<file path="src/rtl/clb_cfg_pkg.sv">
// Shared definitions for the CLB configuration path: load FSM states,
// default frame geometry and the word-count helper.
package clb_cfg_pkg;

  localparam int CFG_BITS_DEFAULT = 64;
  localparam int WORD_W_DEFAULT   = 8;

  typedef enum logic [2:0] {
    IDLE   = 3'd0,
    LOAD   = 3'd1,
    CHECK  = 3'd2,
    COMMIT = 3'd3,
    DONE   = 3'd4
  } cfg_load_state_t;

  function automatic int calc_num_words(input int cfg_bits, input int word_w);
    return (cfg_bits + word_w - 1) / word_w;
  endfunction

endpackage

</file>
<file path="src/rtl/cfg_word_assembler.sv">
// Shadow register and word counter for the frame loader; optional running
// XOR checksum under CONFIG_FRAME_LOADER_CHECKSUM_EN.
module cfg_word_assembler
  import clb_cfg_pkg::*;
#(
  parameter int CFG_BITS = CFG_BITS_DEFAULT,
  parameter int WORD_W   = WORD_W_DEFAULT
) (
  input  logic                cclk,
  input  logic                rst_n,
  input  logic                clear,
  input  logic                accept,
  input  logic [WORD_W-1:0]   word,
  output logic [CFG_BITS-1:0] shadow,
`ifdef CONFIG_FRAME_LOADER_CHECKSUM_EN
  output logic                csum_ok,
`endif
  output logic                last_word
);

  localparam int NUM_WORDS = calc_num_words(CFG_BITS, WORD_W);
  localparam int CNT_W     = $clog2(NUM_WORDS + 1);
  localparam int LAST_LO   = (NUM_WORDS - 1) * WORD_W;
  localparam int LAST_BITS = CFG_BITS - LAST_LO;

  logic [CNT_W-1:0]    count_q;
  logic [CFG_BITS-1:0] shadow_q;
  logic                final_data;

  assign final_data = (count_q == CNT_W'(NUM_WORDS - 1));
  assign shadow     = shadow_q;

  // NOTE: state registers use non-blocking assignments so every flop samples
  // the pre-edge value of its neighbours, independent of statement order.
  always_ff @(posedge cclk or negedge rst_n) begin
    if (!rst_n) begin
      count_q  <= '0;
      shadow_q <= '0;
    end else if (clear) begin
      count_q  <= '0;
      shadow_q <= '0;
    end else if (accept) begin
      count_q <= count_q + 1'b1;
      for (int i = 0; i < NUM_WORDS - 1; i++) begin
        if (count_q == CNT_W'(i)) shadow_q[i*WORD_W +: WORD_W] <= word;
      end
      // Ragged final word: only the bits that fit the frame are kept.
      if (final_data) shadow_q[CFG_BITS-1:LAST_LO] <= word[LAST_BITS-1:0];
    end
  end

`ifdef CONFIG_FRAME_LOADER_CHECKSUM_EN
  logic [WORD_W-1:0] word_pad;
  logic [WORD_W-1:0] xor_q;
  logic              csum_ok_q;
  logic              data_phase;

  assign data_phase = (count_q < CNT_W'(NUM_WORDS));
  assign word_pad   = final_data ? WORD_W'(word[LAST_BITS-1:0]) : word;
  assign last_word  = (count_q == CNT_W'(NUM_WORDS));
  assign csum_ok    = csum_ok_q;

  always_ff @(posedge cclk or negedge rst_n) begin
    if (!rst_n) begin
      xor_q     <= '0;
      csum_ok_q <= 1'b0;
    end else if (clear) begin
      xor_q     <= '0;
      csum_ok_q <= 1'b0;
    end else if (accept) begin
      if (data_phase) xor_q <= xor_q ^ word_pad;
      else            csum_ok_q <= (word == xor_q);
    end
  end
`else
  assign last_word = final_data;
`endif

endmodule

</file>
<file path="src/rtl/config_frame_loader.sv">
// Word-serial configuration frame loader: FSM plus commit register driving
// config_out/cen. Optional checksum stage under CONFIG_FRAME_LOADER_CHECKSUM_EN.
module config_frame_loader
  import clb_cfg_pkg::*;
#(
  parameter int CFG_BITS = CFG_BITS_DEFAULT,
  parameter int WORD_W   = WORD_W_DEFAULT
) (
  input  logic                cclk,
  input  logic                rst_n,
  input  logic                start,
  input  logic                abort,
  input  logic                in_valid,
  input  logic [WORD_W-1:0]   in_data,
  output logic                in_ready,
  output logic [CFG_BITS-1:0] config_out,
  output logic                cen,
  output logic                busy,
  output logic                done,
  output logic                err
);

  cfg_load_state_t     state_q, state_d;
  logic                accept, clear, last_word;
  logic [CFG_BITS-1:0] shadow;
  logic [CFG_BITS-1:0] config_q;
  logic                cen_q;

  assign in_ready   = (state_q == LOAD);
  assign accept     = in_valid && in_ready;
  assign clear      = start && ((state_q == IDLE) || (state_q == DONE));
  assign busy       = (state_q == LOAD) || (state_q == CHECK) || (state_q == COMMIT);
  assign done       = (state_q == DONE);
  assign config_out = config_q;
  assign cen        = cen_q;

`ifdef CONFIG_FRAME_LOADER_CHECKSUM_EN
  logic csum_ok;
`endif

  cfg_word_assembler #(
    .CFG_BITS (CFG_BITS),
    .WORD_W   (WORD_W)
  ) u_assembler (
    .cclk      (cclk),
    .rst_n     (rst_n),
    .clear     (clear),
    .accept    (accept),
    .word      (in_data),
    .shadow    (shadow),
`ifdef CONFIG_FRAME_LOADER_CHECKSUM_EN
    .csum_ok   (csum_ok),
`endif
    .last_word (last_word)
  );

  // NOTE: next-state starts from a default so no path through the case
  // leaves state_d unassigned, which would infer a latch.
  always_comb begin
    state_d = state_q;
    case (state_q)
      IDLE, DONE: if (start) state_d = LOAD;
      LOAD: begin
        if (abort)                   state_d = IDLE;
`ifdef CONFIG_FRAME_LOADER_CHECKSUM_EN
        else if (accept && last_word) state_d = CHECK;
`else
        else if (accept && last_word) state_d = COMMIT;
`endif
      end
`ifdef CONFIG_FRAME_LOADER_CHECKSUM_EN
      CHECK: begin
        if (abort)        state_d = IDLE;
        else if (csum_ok) state_d = COMMIT;
        else              state_d = DONE;
      end
`endif
      COMMIT:  state_d = abort ? IDLE : DONE;
      default: state_d = IDLE;
    endcase
  end

  always_ff @(posedge cclk or negedge rst_n) begin
    if (!rst_n) state_q <= IDLE;
    else        state_q <= state_d;
  end

  // The commit lands even when abort arrives in COMMIT; abort only redirects the FSM.
  always_ff @(posedge cclk or negedge rst_n) begin
    if (!rst_n) begin
      config_q <= '0;
      cen_q    <= 1'b0;
    end else begin
      cen_q <= (state_q == COMMIT);
      if (state_q == COMMIT) config_q <= shadow;
    end
  end

`ifdef CONFIG_FRAME_LOADER_CHECKSUM_EN
  logic err_q;
  always_ff @(posedge cclk or negedge rst_n) begin
    if (!rst_n)                                      err_q <= 1'b0;
    else if (clear)                                  err_q <= 1'b0;
    else if ((state_q == CHECK) && !abort && !csum_ok) err_q <= 1'b1;
  end
  assign err = err_q;
`else
  assign err = 1'b0;
`endif

endmodule

</file>
<file path="config.mk">
export PLATFORM = sky130hd
export DESIGN_NAME = config_frame_loader
export DESIGN_NICKNAME = d
export VERILOG_FILES = /design/src/rtl/clb_cfg_pkg.sv /design/src/rtl/cfg_word_assembler.sv /design/src/rtl/config_frame_loader.sv
export SDC_FILE = /design/constraint.sdc
export NUM_CORES = 1
export LEC_CHECK = 0
export ABC_AREA = 1
export CORE_MARGIN = 2
export CORE_UTILIZATION = 56
export CTS_CLUSTER_SIZE = 16
export DETAILED_ROUTE_END_ITERATION = 8
export PLACE_DENSITY = 0.88
export SLEW_MARGIN = 30
export SYNTH_ARGS = -nofsm -noshare
export SYNTH_HDL_FRONTEND = slang
export SYNTH_SLANG_ARGS = --single-unit
export TNS_END_PERCENT = 100
</file>
<file path="constraint.sdc">
create_clock -name cclk -period 2.6 [get_ports cclk]
set_clock_uncertainty 0.2 [all_clocks]
set_input_delay 0.26 -clock cclk [delete_from_list [all_inputs] [get_ports cclk]]
set_output_delay 0.26 -clock cclk [all_outputs]
set_load 0.005 [all_outputs]
</file>
Word-level counts from Yosys, hierarchy flattened
Index checks and enable logic that the tools add are counted.

Latch bits: 0. Output and inout port bits: 69. Input port bits: 13. Logic and storage cells: 70. ROM bits: 0. Memories kept: 0. Flip-flop bits (word level): 136. Bits in writable memories: 0.

Muxes and demuxes: 17. Divide/modulo/power cells: 0. $mul: 0. Reductions and logical operators: 27. Equality and inequality tests: 13. Shifts and indexed selects: 0. Bitwise operators: 0. Magnitude comparators: 0. $add $sub $neg: 1.

Operator list (count): 2-to-1 mux 64 bit (2); 2-to-1 mux 8 bit (8); AND reduction 2 bit (9); nonzero test 2 bit (9); equality test 4 x 3 -> 1 bit, second input constant (4); 2-to-1 mux 3 bit (4); one-hot mux 3 bit (3 select lines) (1); equality test 4 x 2 -> 1 bit, second input constant (2); 2-to-1 mux 4 bit (2); equality test 3 x 2 -> 1 bit, second input constant (2); adder 4 x 1 -> 4 bit, second input constant (1); equality test 4 x 1 -> 1 bit, second input constant (1); zero test 4 bit (1); equality test 3 x 1 -> 1 bit, second input constant (1); equality test 3 bit, second input constant (1); logical AND 1 bit (3); zero test 3 bit (1); logical OR 1 bit (3); != test 3 x 2 -> 1 bit, second input constant (1); != test 2 bit, second input constant (1); OR reduction 2 bit (1).

Depth between registers and ports, before layout
Gate-level depths: netlist of the first run.

Depth after elaboration: 6. Mapped depth: 9. Gate-level depth less buffers: 8.

Modules after synthesis
From an unflattened synthesis of the first run, not the netlist that was laid out.

Cells, all modules: 641. Area total of the unflattened synthesis: 5541.6 um^2.

By module, submodules not included: cfg_word_assembler (seq. area each 1701.6 um^2, instances 1, area each 2882.8 um^2, cells each 337); config_frame_loader (seq. area each 1701.6 um^2, instances 1, area each 2658.8 um^2, cells each 304).

Worst setup path before layout of the first run
No wires, ideal clock.

Path type: register to register. Start: register state_q[2]. End: register u_assembler.shadow_q[13], in the netlist u_assembler.shadow[13]. Path slack: 1.067 ns. Data arrival time: 1.215 ns. Cell stages (with the launch flop): 9. Path buffers: 2. Setup time: 0.117 ns. Period minus slack after synthesis: 1.533 ns. Required time: 2.283 ns. Cell sequence: dfrtp_1 > inv_2 > nand3_2 > nor2_4 > buf_12 > nand2_4 > nand2_4 > buf_12 > o21ai_2.

Cells in the longest elaborated chain, start to end: 5. Elaborated cells between the ends (all ways): 10. Classes of those cells: eq/ne (2); mux (1); reduce/logical (7).

RTL lines: start: declaration (line config_frame_loader.sv:23) `cfg_load_state_t state_q, state_d;`; start signal: assignment (line config_frame_loader.sv:85) `else state_q <= state_d;`; equality test 3 bit or zero test 3 bit (tied branches) (line config_frame_loader.sv:31) `assign clear = start && ((state_q == IDLE) || (state_q == DONE));`; logical OR 1 bit (line config_frame_loader.sv:31); logical AND 1 bit (line config_frame_loader.sv:31); nonzero test 2 bit (no line); AND reduction 2 bit (no line); end signal: indexed assignment (line cfg_word_assembler.sv:45) `if (count_q == CNT_W'(i)) shadow_q[i*WORD_W +: WORD_W] <= word;`; end signal: indexed assignment (line cfg_word_assembler.sv:48) `if (final_data) shadow_q[CFG_BITS-1:LAST_LO] <= word[LAST_BITS-1:0];`; end: declaration (line cfg_word_assembler.sv:27) `logic [CFG_BITS-1:0] shadow_q;`.

Several ways; a longest one is shown, not always the timed one. A chain may end at the register's enable or synchronous reset.

Worst setup path in the final report of the first run
Start: register state_q[0]. End: output done.

Cells in the longest elaborated chain, start to end: 1.

RTL lines: equality test 3 bit (line config_frame_loader.sv:33) `assign done = (state_q == DONE);`; end: declaration (line config_frame_loader.sv:19) `output logic done,`.

Every way passes these cells.

==> results.tsv, run 1 <==
stage	metric	value	unit
run_status	status	completed	
final_layout	final_nets	669	
clock_network	path_clk_slew	0.06	ns
clock_network	root_buffer	clkbuf_8	
final_layout	stdcell_count	798	
sta	tns	0	ns
setup_path	worstPathBufferInverterCount	2	
drt	drt_iter0_drc	374	
drt	wl_per_cell	17.3	um
logic_synthesis	yosys-top-cells-area	dfrtp_1, nand2_1, o21ai_1	
global_route	antenna_found_initial	0	
pwr	combPwrFrac	0.219	
clock_network	cts_buffers	17	
clock_network	clk_latency	0.53	ns
pwr	p_per_area	978	nW/um^2
setup_path	required	2.14	ns
logic_synthesis	synthArstFlopShare	1.00	
drt	drc	0	
pwr	power.switching	2110	uW
flow_run	drv_cap	0	
sta	maxSlewViolCount	0	
pwr	p_sw_frac	0.303	
setup_path	worstSetupEndpointType	primary output	
place	placedCellCount	765	
sta	final.min_clock_period	2.24	ns
global_route	grt_max_degree	137	
global_route	grt_usage	0.267	
clock_network	cts_sinks	136	
drt	viasPerCell	5.48	
global_route	grt_pass1_wl	22600	um
setup_path	cpMaxStageDelayCell	clkdlybuf4s50_1	
pwr	intPower	4840	uW
logic_synthesis	netlist.top_cell.by_area	dfrtp_1	
sta	setup_violations	0	
setup_path	cp_max_fo	4	
clock_network	htreeDepth	4	
setup_path	slowest_delay	0.50	ns
sta	rsz0062_at_grt	false	
logic_synthesis	synth-seq-area-share	0.607	
logic_synthesis	synth_edf_count	0	
logic_synthesis	syn_nets	590	
logic_synthesis	synth.cell_area	5610	sq um
setup_path	setup.worst_path.start_class	flip-flop	
setup_path	crit_arrival	1.78	ns
floorplanning	die_area	10800	sq um
setup_path	crit_chain	nor2_2 -> inv_1 -> nor2_1 -> clkdlybuf4s50_1	
place	portBuffers	80	
global_route	grt_pass1_vias	4374	
clock_network	cts_setup_buffers	0	
setup_path	cpLargestDelayFamily	buffers and inverters	
setup_path	worstSetupPathType	flip-flop to primary output	
floorplanning	core	9730	sq um
clock_network	ctsResizeCount	0	
drt	finalWirelength	13800	um
sta	holdWs	0.207	ns
logic_synthesis	yosysUniqueCellTypes	28	
worst_hold_path	min_path_type	input pin to asynchronous set/reset pin	
floorplanning	die_w	104	um
clock_network	cts_tree	built	
sta	max_freq	446	MHz
setup_path	critPathLaunch	state_q[0]$_DFFE_PN0P_	
clock_network	cts_hold_buf	1	
logic_synthesis	yosysMostFrequentCell	nand2_1	
pwr	clockPowerShare	0.390	
place	hpwl	8070	um
logic_synthesis	syn_inst	573	
pwr	seqPwrFrac	0.391	
drt	ant_nets	0	
logic_synthesis	yosysWarnings	0	
pwr	p_leak	0.00349	uW
place	gp_congestion	0.820	
logic_synthesis	synth_ff_type	dfrtp_1	
floorplanning	row_count	36	
drt	via_count	4370	
pwr	ir_worst_vdd	0.722	mV
logic_synthesis	avgSynthCellArea	9.78	sq um
place	preCtsSetupSlack	0.505	ns
floorplanning	io_pins	82	
floorplanning	initial_core_util	0.576	
sta	fin_crit_sh	0.862	
logic_synthesis	synth_top_area_share	0.607	
sta	worst_slack	0.359	ns
sta	hold_viol_final	0	
final_layout	area_growth	26.7	%
logic_synthesis	ys_seq_elements	136	
sta	max_slew_margin	0.533	
global_route	grt_overflow_total	0	
clock_network	clockBufferDepth	2	
sta	worst_slew_pin_slew	0.700	ns
final_layout	n_antenna_cell	0	
pwr	p_total	6950	uW
floorplanning	die_h	104	um
logic_synthesis	yosys-top-cells-count	nand2_1, dfrtp_1, o21ai_1	
setup_path	r2r-start	state_q[0]$_DFFE_PN0P_	
final_layout	drive_gt1_frac	0.146	
drt	drt_first_pass_iters	6	
==> cell usage in the layout, fill, tap and decap left out, drive strengths merged <==
master / n
bufinv: 6
or2: 2
o21ai: 104
clkdlybuf4s50: 79
o21a: 1
clkbuf: 20
dfrtp: 136
a22oi: 1
ha: 4
inv: 60
clkinv: 4
clkinvlp: 1
nand2: 198
nand3: 24
nor3: 1
dlygate4sd3: 1
buf: 6
nand4: 2
nor2: 14
conb: 1
==> worst paths after layout <==
| kind | end | slack (ns) | cells after the start |
|---|---|---|---|
| min | config_out[26]$_DFFE_PN0P_ | 0.21 | 3 |
| max reg2reg | u_assembler.shadow[46]$_DFFE_PN0P_ | 0.56 | 6 |
| min in group cclk | u_assembler.shadow[20]$_DFFE_PN0P_ | 0.25 | 3 |
| min reg2reg | config_out[33]$_DFFE_PN0P_ | 0.27 | 2 |
| max in group asynchronous | state_q[0]$_DFFE_PN0P_ | 1.50 | 3 |
| max | done | 0.36 | 4 |
==> cell families (layout without fill, tap and decap cells) <==
| group | Yosys count | count (layout) | synth area share |
|---|---|---|---|
| AND/OR/NAND/NOR | 241 | 241 | 0.196 |
| flip-flops | 136 | 136 | 0.607 |
| AO/OA/AOI/OAI | 106 | 106 | 0.111 |
| other | 1 | 1 | 0.000669 |
| buffers and inverters | 85 | 177 | 0.0766 |
| adder cells (fa/ha/maj) | 4 | 4 | 0.00893 |
==> power by group through the flow <==
stage / combinational (uW) / clock, uW / sequential, uW
after floorplan: 1100 / 0 / 2690
after global placement: 1380 / 0 / 2710
after detailed placement: 1440 / 0 / 2740
after CTS: 1510 / 2710 / 2710
after global routing: 1660 / 2800 / 2750
final: 1520 / 2710 / 2720
==> sequential cells by signal, indices dropped and copies added, names as in the netlist <==
signal	cells
cen	1
u_assembler.count_q	4
config_out	64
state_q	3
u_assembler.shadow	64
==> worst reg2reg max path, stage by stage (launching register included) <==
cell,delay (ns)
dfrtp_1,0.43
nor2_2,0.18
nand2_2,0.35
buf_4,0.32
nand2_2,0.25
nand2_1,0.13
o21ai_0,0.11
==> cell type report <==
type / instances / area [sq um]
multi-input cells: 352 / 1770
well taps: 133 / 166
inverters: 59 / 221
repair buffers: 86 / 871
clock inverters: 12 / 220
clock buffers: 20 / 445
flip-flops and latches: 136 / 3400
fillers: 621 / 2630
==> layer usage <==
| metal | vias to the layer above | track usage | share of wire |
|---|---|---|---|
| li1 | 1970 | - | - |
| met1 | 2151 | 0.343 | 0.40 |
| met2 | 212 | 0.447 | 0.51 |
| met3 | 37 | 0.0608 | 0.060 |
| met4 | 0 | 0.0994 | 0.025 |
| met5 | - | 0 | 0 |
==> stage by stage <==
step,instance area [sq um],utilization
after global routing,7100,0.730
after floorplan,5610,-
after global placement,6420,0.660
after detailed placement,6420,0.660
after CTS,7100,0.730
final,7100,0.730
Note: power is estimated with default switching activity, not from simulation.
==> run 2, diff against run 1 <==
--- a/config.mk
+++ b/config.mk
@@ -10,8 +10,8 @@
 export CORE_UTILIZATION = 56
 export CTS_CLUSTER_SIZE = 16
 export DETAILED_ROUTE_END_ITERATION = 8
-export PLACE_DENSITY = 0.88
-export SLEW_MARGIN = 30
+export PLACE_DENSITY_LB_ADDON = 0.1
+export SLEW_MARGIN = 20
 export SYNTH_ARGS = -nofsm -noshare
 export SYNTH_HDL_FRONTEND = slang
 export SYNTH_SLANG_ARGS = --single-unit
==> results.tsv, run 2 (synthesis results as in run 1) <==
stage	metric	value	unit
pwr	ir_worst_vdd	0.498	mV
clock_network	clockBufferDepth	2	
setup_path	worstReg2RegEnd	u_assembler.shadow[26]$_DFFE_PN0P_	
setup_path	worstSetupPathType	flip-flop to primary output	
pwr	p_total	6690	uW
global_route	grt_usage	0.234	
setup_path	required	2.14	ns
sta	max_freq	446	MHz
sta	tns	0	ns
global_route	grt_util_met3	0.0508	
drt	finalWirelength	11800	um
global_route	grt_pass1_vias	4088	
drt	drt_first_pass_iters	6	
global_route	grtUsageMet2	0.375	
drt	via_count	4136	
setup_path	cpMaxStageDelayCell	clkdlybuf4s50_1	
place	placedCellCount	770	
sta	final.min_clock_period	2.24	ns
final_layout	seqCellArea	3400	sq um
setup_path	r2r_cells	6	
final_layout	drive_gt1_frac	0.152	
global_route	antenna_found_initial	0	
global_route	grt_pass1_wl	20100	um
clock_network	cts_tree	built	
setup_path	crit_chain	nor2_2 -> inv_1 -> nor2_1 -> clkdlybuf4s50_1	
floorplanning	die_w	104	um
drt	viasPerCell	5.15	
place	gp_congestion	0.795	
floorplanning	die_h	104	um
final_layout	final_cell_mix	nand2_1, dfrtp_1, clkdlybuf4s50_1, o21ai_1, inv_1	
global_route	grt_busiest_layer	met2	
final_layout	stdcell_count	803	
floorplanning	io_pins	82	
drt	drc	0	
pwr	p_leak	0.00351	uW
setup_path	worstSetupEndpointType	primary output	
sta	setup_violations	0	
sta	fin_crit_sh	0.863	
clock_network	clk_latency	0.52	ns
final_layout	multiInputGateArea	1770	sq um
setup_path	r2r-start	state_q[0]$_DFFE_PN0P_	
floorplanning	core	9730	sq um
pwr	p_per_area	940	nW/um^2
drt	wl_per_cell	14.7	um
flow_run	drv_cap	0	
clock_network	htreeDepth	4	
final_layout	fill_cells	728	
final_layout	n_antenna_cell	0	
floorplanning	die_area	10800	sq um
floorplanning	initial_core_util	0.576	
global_route	grt_max_degree	56	
global_route	met1_usage	0.324	
clock_network	cts_buffers	17	
clock_network	path_clk_slew	0.07	ns
final_layout	final_nets	674	
sta	maxSlewViolCount	0	
setup_path	critPathLaunch	state_q[0]$_DFFE_PN0P_	
worst_hold_path	min_path_type	input pin to asynchronous set/reset pin	
floorplanning	row_count	36	
clock_network	cts_sinks	136	
setup_path	worstPathBufferInverterCount	2	
setup_path	setup.worst_path.start_class	flip-flop	
place	portBuffers	80	
setup_path	reg2reg_slack	0.66	ns
final_layout	final_core_util	0.732	
setup_path	crit_arrival	1.78	ns
setup_path	slowest_delay	0.51	ns
sta	hold_viol_final	0	
drt	ant_nets	0	
setup_path	cp_max_fo	4	
final_layout	area_growth	27.0	%
run_status	status	completed	
drt	drt_iter0_drc	264	
clock_network	cts_setup_buffers	0	
final_layout	final_common_cell	nand2_1	
clock_network	root_buffer	clkbuf_8	
global_route	grt_overflow_total	0	
sta	rsz0062_at_grt	false	
place	hpwl	7870	um
clock_network	ctsResizeCount	0	
setup_path	cpLargestDelayFamily	buffers and inverters	
sta	holdWs	0.0353	ns
==> run 2: changes by cell type in the layout (fill, tap and decap cells not counted), sizes merged <==
cell / previous run / this run
buf: 6 / 11
bufinv: 6 / 4
clkinv: 4 / 6
clkinvlp: 1 / 0
inv: 60 / 61
==> run 2: repair_timing <==
item | 4_1_cts | 5_1_grt
hold endpoints to repair | 136 | 0
hold buffers | 1 | 0
endpoints found under the setup margin | 0 | 0
==> run 2: routing by layer <==
layer	part of all wire	up-vias
met5	0	-
met4	0.0092	0
met3	0.039	12
met2	0.49	102
met1	0.46	2031
li1	-	1991
==> run 2: worst max path at each step <==
stage | endpoint | cells after the start
3_5_place_dp | u_assembler.shadow[47]$_DFFE_PN0P_ | 6
6_report | done | 4
5_1_grt | done | 4
2_1_floorplan | u_assembler.shadow[13]$_DFFE_PN0P_ | 8
3_3_place_gp | u_assembler.shadow[47]$_DFFE_PN0P_ | 6
4_1_cts | done | 4
==> run 2: final cells by class <==
cell class / count / share of cell area
clock buffer: 20 / 0.0626
clock inverter: 12 / 0.0267
inverter: 59 / 0.0311
multi-input combinational: 352 / 0.249
sequential: 136 / 0.478
tap: 133 / 0.0234
timing repair buffer: 91 / 0.129
==> run 2: worst reg2reg max path, delay by kind of cell, from the launching register on <==
kind            cells  cell delay (ns)
compound gates      2             0.31
flops               1             0.42
simple gates        4             0.90
==> run 2: where the power goes <==
part / leakage [uW] / switching, uW / internal, uW / total (uW)
clock: 0.000310 / 916 / 1620 / 2540
combinational: 0.00137 / 925 / 527 / 1450
sequential: 0.00182 / 177 / 2520 / 2700
==> run 2: per-stage QoR <==
stage	area (sq um)	setup WS, ns
floorplan	5610	1.07
global placement	6470	0.584
detailed placement	6470	0.556
CTS	7120	0.314
global route	7120	0.252
finish	7120	0.356
==> run 3, diff against run 2 <==
--- a/config.mk
+++ b/config.mk
@@ -6,6 +6,7 @@
 export NUM_CORES = 1
 export LEC_CHECK = 0
 export ABC_AREA = 1
+export CORE_ASPECT_RATIO = 1.75
 export CORE_MARGIN = 2
 export CORE_UTILIZATION = 56
 export CTS_CLUSTER_SIZE = 16
@@ -14,5 +15,5 @@
 export SLEW_MARGIN = 20
 export SYNTH_ARGS = -nofsm -noshare
 export SYNTH_HDL_FRONTEND = slang
+export SYNTH_HIERARCHICAL = 1
 export SYNTH_SLANG_ARGS = --single-unit
-export TNS_END_PERCENT = 100
==> results.tsv, run 3 <==
stage	metric	value	unit
logic_synthesis	yosys-top-cells-area	dfrtp_1, nand2_1, nand3_1	
drt	finalWirelength	13200	um
drt	via_count	4561	
global_route	grt_util_met3	0.0627	
clock_network	root_buffer	clkbuf_16	
logic_synthesis	synth-seq-area-share	0.614	
global_route	met1_usage	0.323	
global_route	grtUsageMet2	0.445	
pwr	combPwrFrac	0.268	
logic_synthesis	synth_ff_type	dfrtp_1	
floorplanning	io_pins	82	
clock_network	path_clk_slew	0.05	ns
logic_synthesis	synth.cell_area	5540	sq um
logic_synthesis	yosysMostFrequentCell	nand2_1	
global_route	grt_usage	0.265	
setup_path	r2r_cells	9	
drt	viasPerCell	5.25	
logic_synthesis	ys_seq_elements	136	
clock_network	clk_latency	0.41	ns
final_layout	area_growth	28.1	%
pwr	seqPwrFrac	0.400	
logic_synthesis	yosysUniqueCellTypes	21	
sta	maxSlewViolCount	0	
place	gp_congestion	0.802	
pwr	power.switching	2260	uW
global_route	grt_max_degree	73	
pwr	intPower	5140	uW
clock_network	cts_sinks	136	
sta	setup_violations	0	
pwr	clockPowerShare	0.332	
setup_path	worstSetupEndpointType	primary output	
clock_network	cts_buffers	17	
setup_path	reg2reg_slack	0.46	ns
sta	fin_crit_sh	0.865	
logic_synthesis	syn_inst	641	
global_route	grt_pass1_wl	21600	um
final_layout	final_cell_mix	nand2_1, dfrtp_1, clkdlybuf4s50_1, nand3_1, inv_1	
place	hpwl	8180	um
drt	wl_per_cell	15.2	um
sta	worst_slew_pin_slew	0.751	ns
global_route	grt_pass1_vias	4396	
sta	worst_slack	0.350	ns
drt	drt_iter0_drc	387	
logic_synthesis	synth_edf_count	0	
pwr	ir_worst_vdd	0.630	mV
sta	max_freq	445	MHz
logic_synthesis	synth_top_area_share	0.614	
sta	max_slew_margin	0.499	
logic_synthesis	syn_nets	658	
flow_run	drv_cap	0	
global_route	antenna_found_initial	0	
sta	hold_viol_final	0	
floorplanning	die_w	79.2	um
logic_synthesis	netlist.top_cell.by_area	dfrtp_1	
sta	rsz0062_at_grt	false	
final_layout	drive_gt1_frac	0.0875	
setup_path	setup.worst_path.start_class	flip-flop	
place	placed_area	6480	sq um
final_layout	n_antenna_cell	0	
drt	drc	0	
sta	final.min_clock_period	2.25	ns
setup_path	worstSetupPathType	flip-flop to primary output	
floorplanning	die_h	136	um
final_layout	final_common_cell	nand2_1	
global_route	grt_busiest_layer	met2	
setup_path	worstReg2RegEnd	u_assembler/shadow[28]$_DFFE_PN0P_	
setup_path	r2r-start	state_q[2]$_DFFE_PN0P_	
clock_network	htreeDepth	4	
floorplanning	die_area	10700	sq um
place	preCtsSetupSlack	0.401	ns
clock_network	clockBufferDepth	2	
logic_synthesis	yosys-top-cells-count	nand2_1, dfrtp_1, nand3_1	
setup_path	crit_arrival	1.79	ns
setup_path	cp_max_fo	4	
pwr	p_leak	0.00387	uW
sta	tns	0	ns
clock_network	cts_tree	built	
global_route	grt_overflow_total	0	
logic_synthesis	avgSynthCellArea	8.65	sq um
pwr	p_sw_frac	0.305	
pwr	p_per_area	1040	nW/um^2
clock_network	cts_setup_buffers	0	
final_layout	final_nets	747	
drt	ant_nets	0	
worst_hold_path	min_path_type	input pin to asynchronous set/reset pin	
floorplanning	row_count	48	
floorplanning	core	9730	sq um
run_status	status	completed	
logic_synthesis	yosysWarnings	6	
logic_synthesis	synthArstFlopShare	1.00	
final_layout	design_area	7100	sq um
floorplanning	initial_core_util	0.570	
place	portBuffers	80	
setup_path	required	2.14	ns
drt	drt_first_pass_iters	5	
==> run 3: timing repair <==
action | 4_1_cts | 5_1_grt
endpoints found under the setup margin | 0 | 0
resized for setup | 0 | 0
hold buffers | 1 | 0
hold endpoints to repair | 34 | 0
==> run 3: final cells by class <==
| class | instances | area [sq um] |
|---|---|---|
| well taps | 125 | 156 |
| repair buffers | 94 | 943 |
| inverters | 32 | 123 |
| clock inverters | 7 | 115 |
| multi-input cells | 449 | 1860 |
| flip-flops and latches | 136 | 3400 |
| fillers | 772 | 2630 |
| clock buffers | 25 | 495 |
==> run 3: power by group through the flow <==
| stage | Clock [uW] | Sequential (uW) | Combinational, uW |
|---|---|---|---|
| 2_1_floorplan | 0 | 2930 | 1040 |
| 3_3_place_gp | 0 | 2970 | 1900 |
| 3_5_place_dp | 0 | 2980 | 1950 |
| 4_1_cts | 2480 | 2960 | 1990 |
| 5_1_grt | 2560 | 3020 | 2210 |
| 6_report | 2460 | 2960 | 1980 |
==> run 3: critical path: stages (launching register included) <==
cell and delay (ns):
dfrtp_1 0.40, nor2_1 0.28, inv_1 0.10, nor2_1 0.10, clkdlybuf4s50_1 0.51
==> run 3: through the flow <==
| step | instances | total power [uW] | hold WS [ns] | util |
|---|---|---|---|---|
| 5_1_grt | 868 | 7790 | 0.212 | 0.729 |
| 3_5_place_dp | 835 | 4940 | 0.0711 | 0.666 |
| 6_report | 868 | 7400 | 0.172 | 0.729 |
| 3_3_place_gp | 835 | 4870 | 0.0551 | 0.666 |
| 4_1_cts | 868 | 7430 | 0.179 | 0.729 |
| 2_1_floorplan | 641 | 3970 | -0.236 | - |
==> run 3: cells by family (layout without fill, tap and decap cells) <==
logic type	count (synthesis)	count (layout)	share of synthesized area
adders and majority gates	4	4	0.00903
other	1	1	0.000677
AOI/OAI and AO/OA	4	4	0.00451
buffers and inverters	56	158	0.0501
and+or+nand+nor	440	440	0.322
DFF	136	136	0.614
==> run 3: metal layers <==
| metal | vias to the layer above | routed length (um) |
|---|---|---|
| li1 | 2151 | - |
| met1 | 2198 | 5110 |
| met4 | 0 | 441 |
| met5 | - | 0 |
| met3 | 34 | 716 |
| met2 | 178 | 6950 |
==> run 3: worst max-delay path by stage <==
stage	endpoint	slack (ns)	cells after the start	from
CTS	done	0.36	4	state_q[1]$_DFFE_PN0P_
global placement	u_assembler/shadow[58]$_DFFE_PN0P_	0.44	9	in_valid
global route	done	0.27	4	state_q[1]$_DFFE_PN0P_
finish	done	0.35	4	state_q[1]$_DFFE_PN0P_
floorplan	u_assembler/shadow[24]$_DFFE_PN0P_	0.95	10	state_q[2]$_DFFE_PN0P_
detailed placement	u_assembler/shadow[25]$_DFFE_PN0P_	0.40	9	in_valid
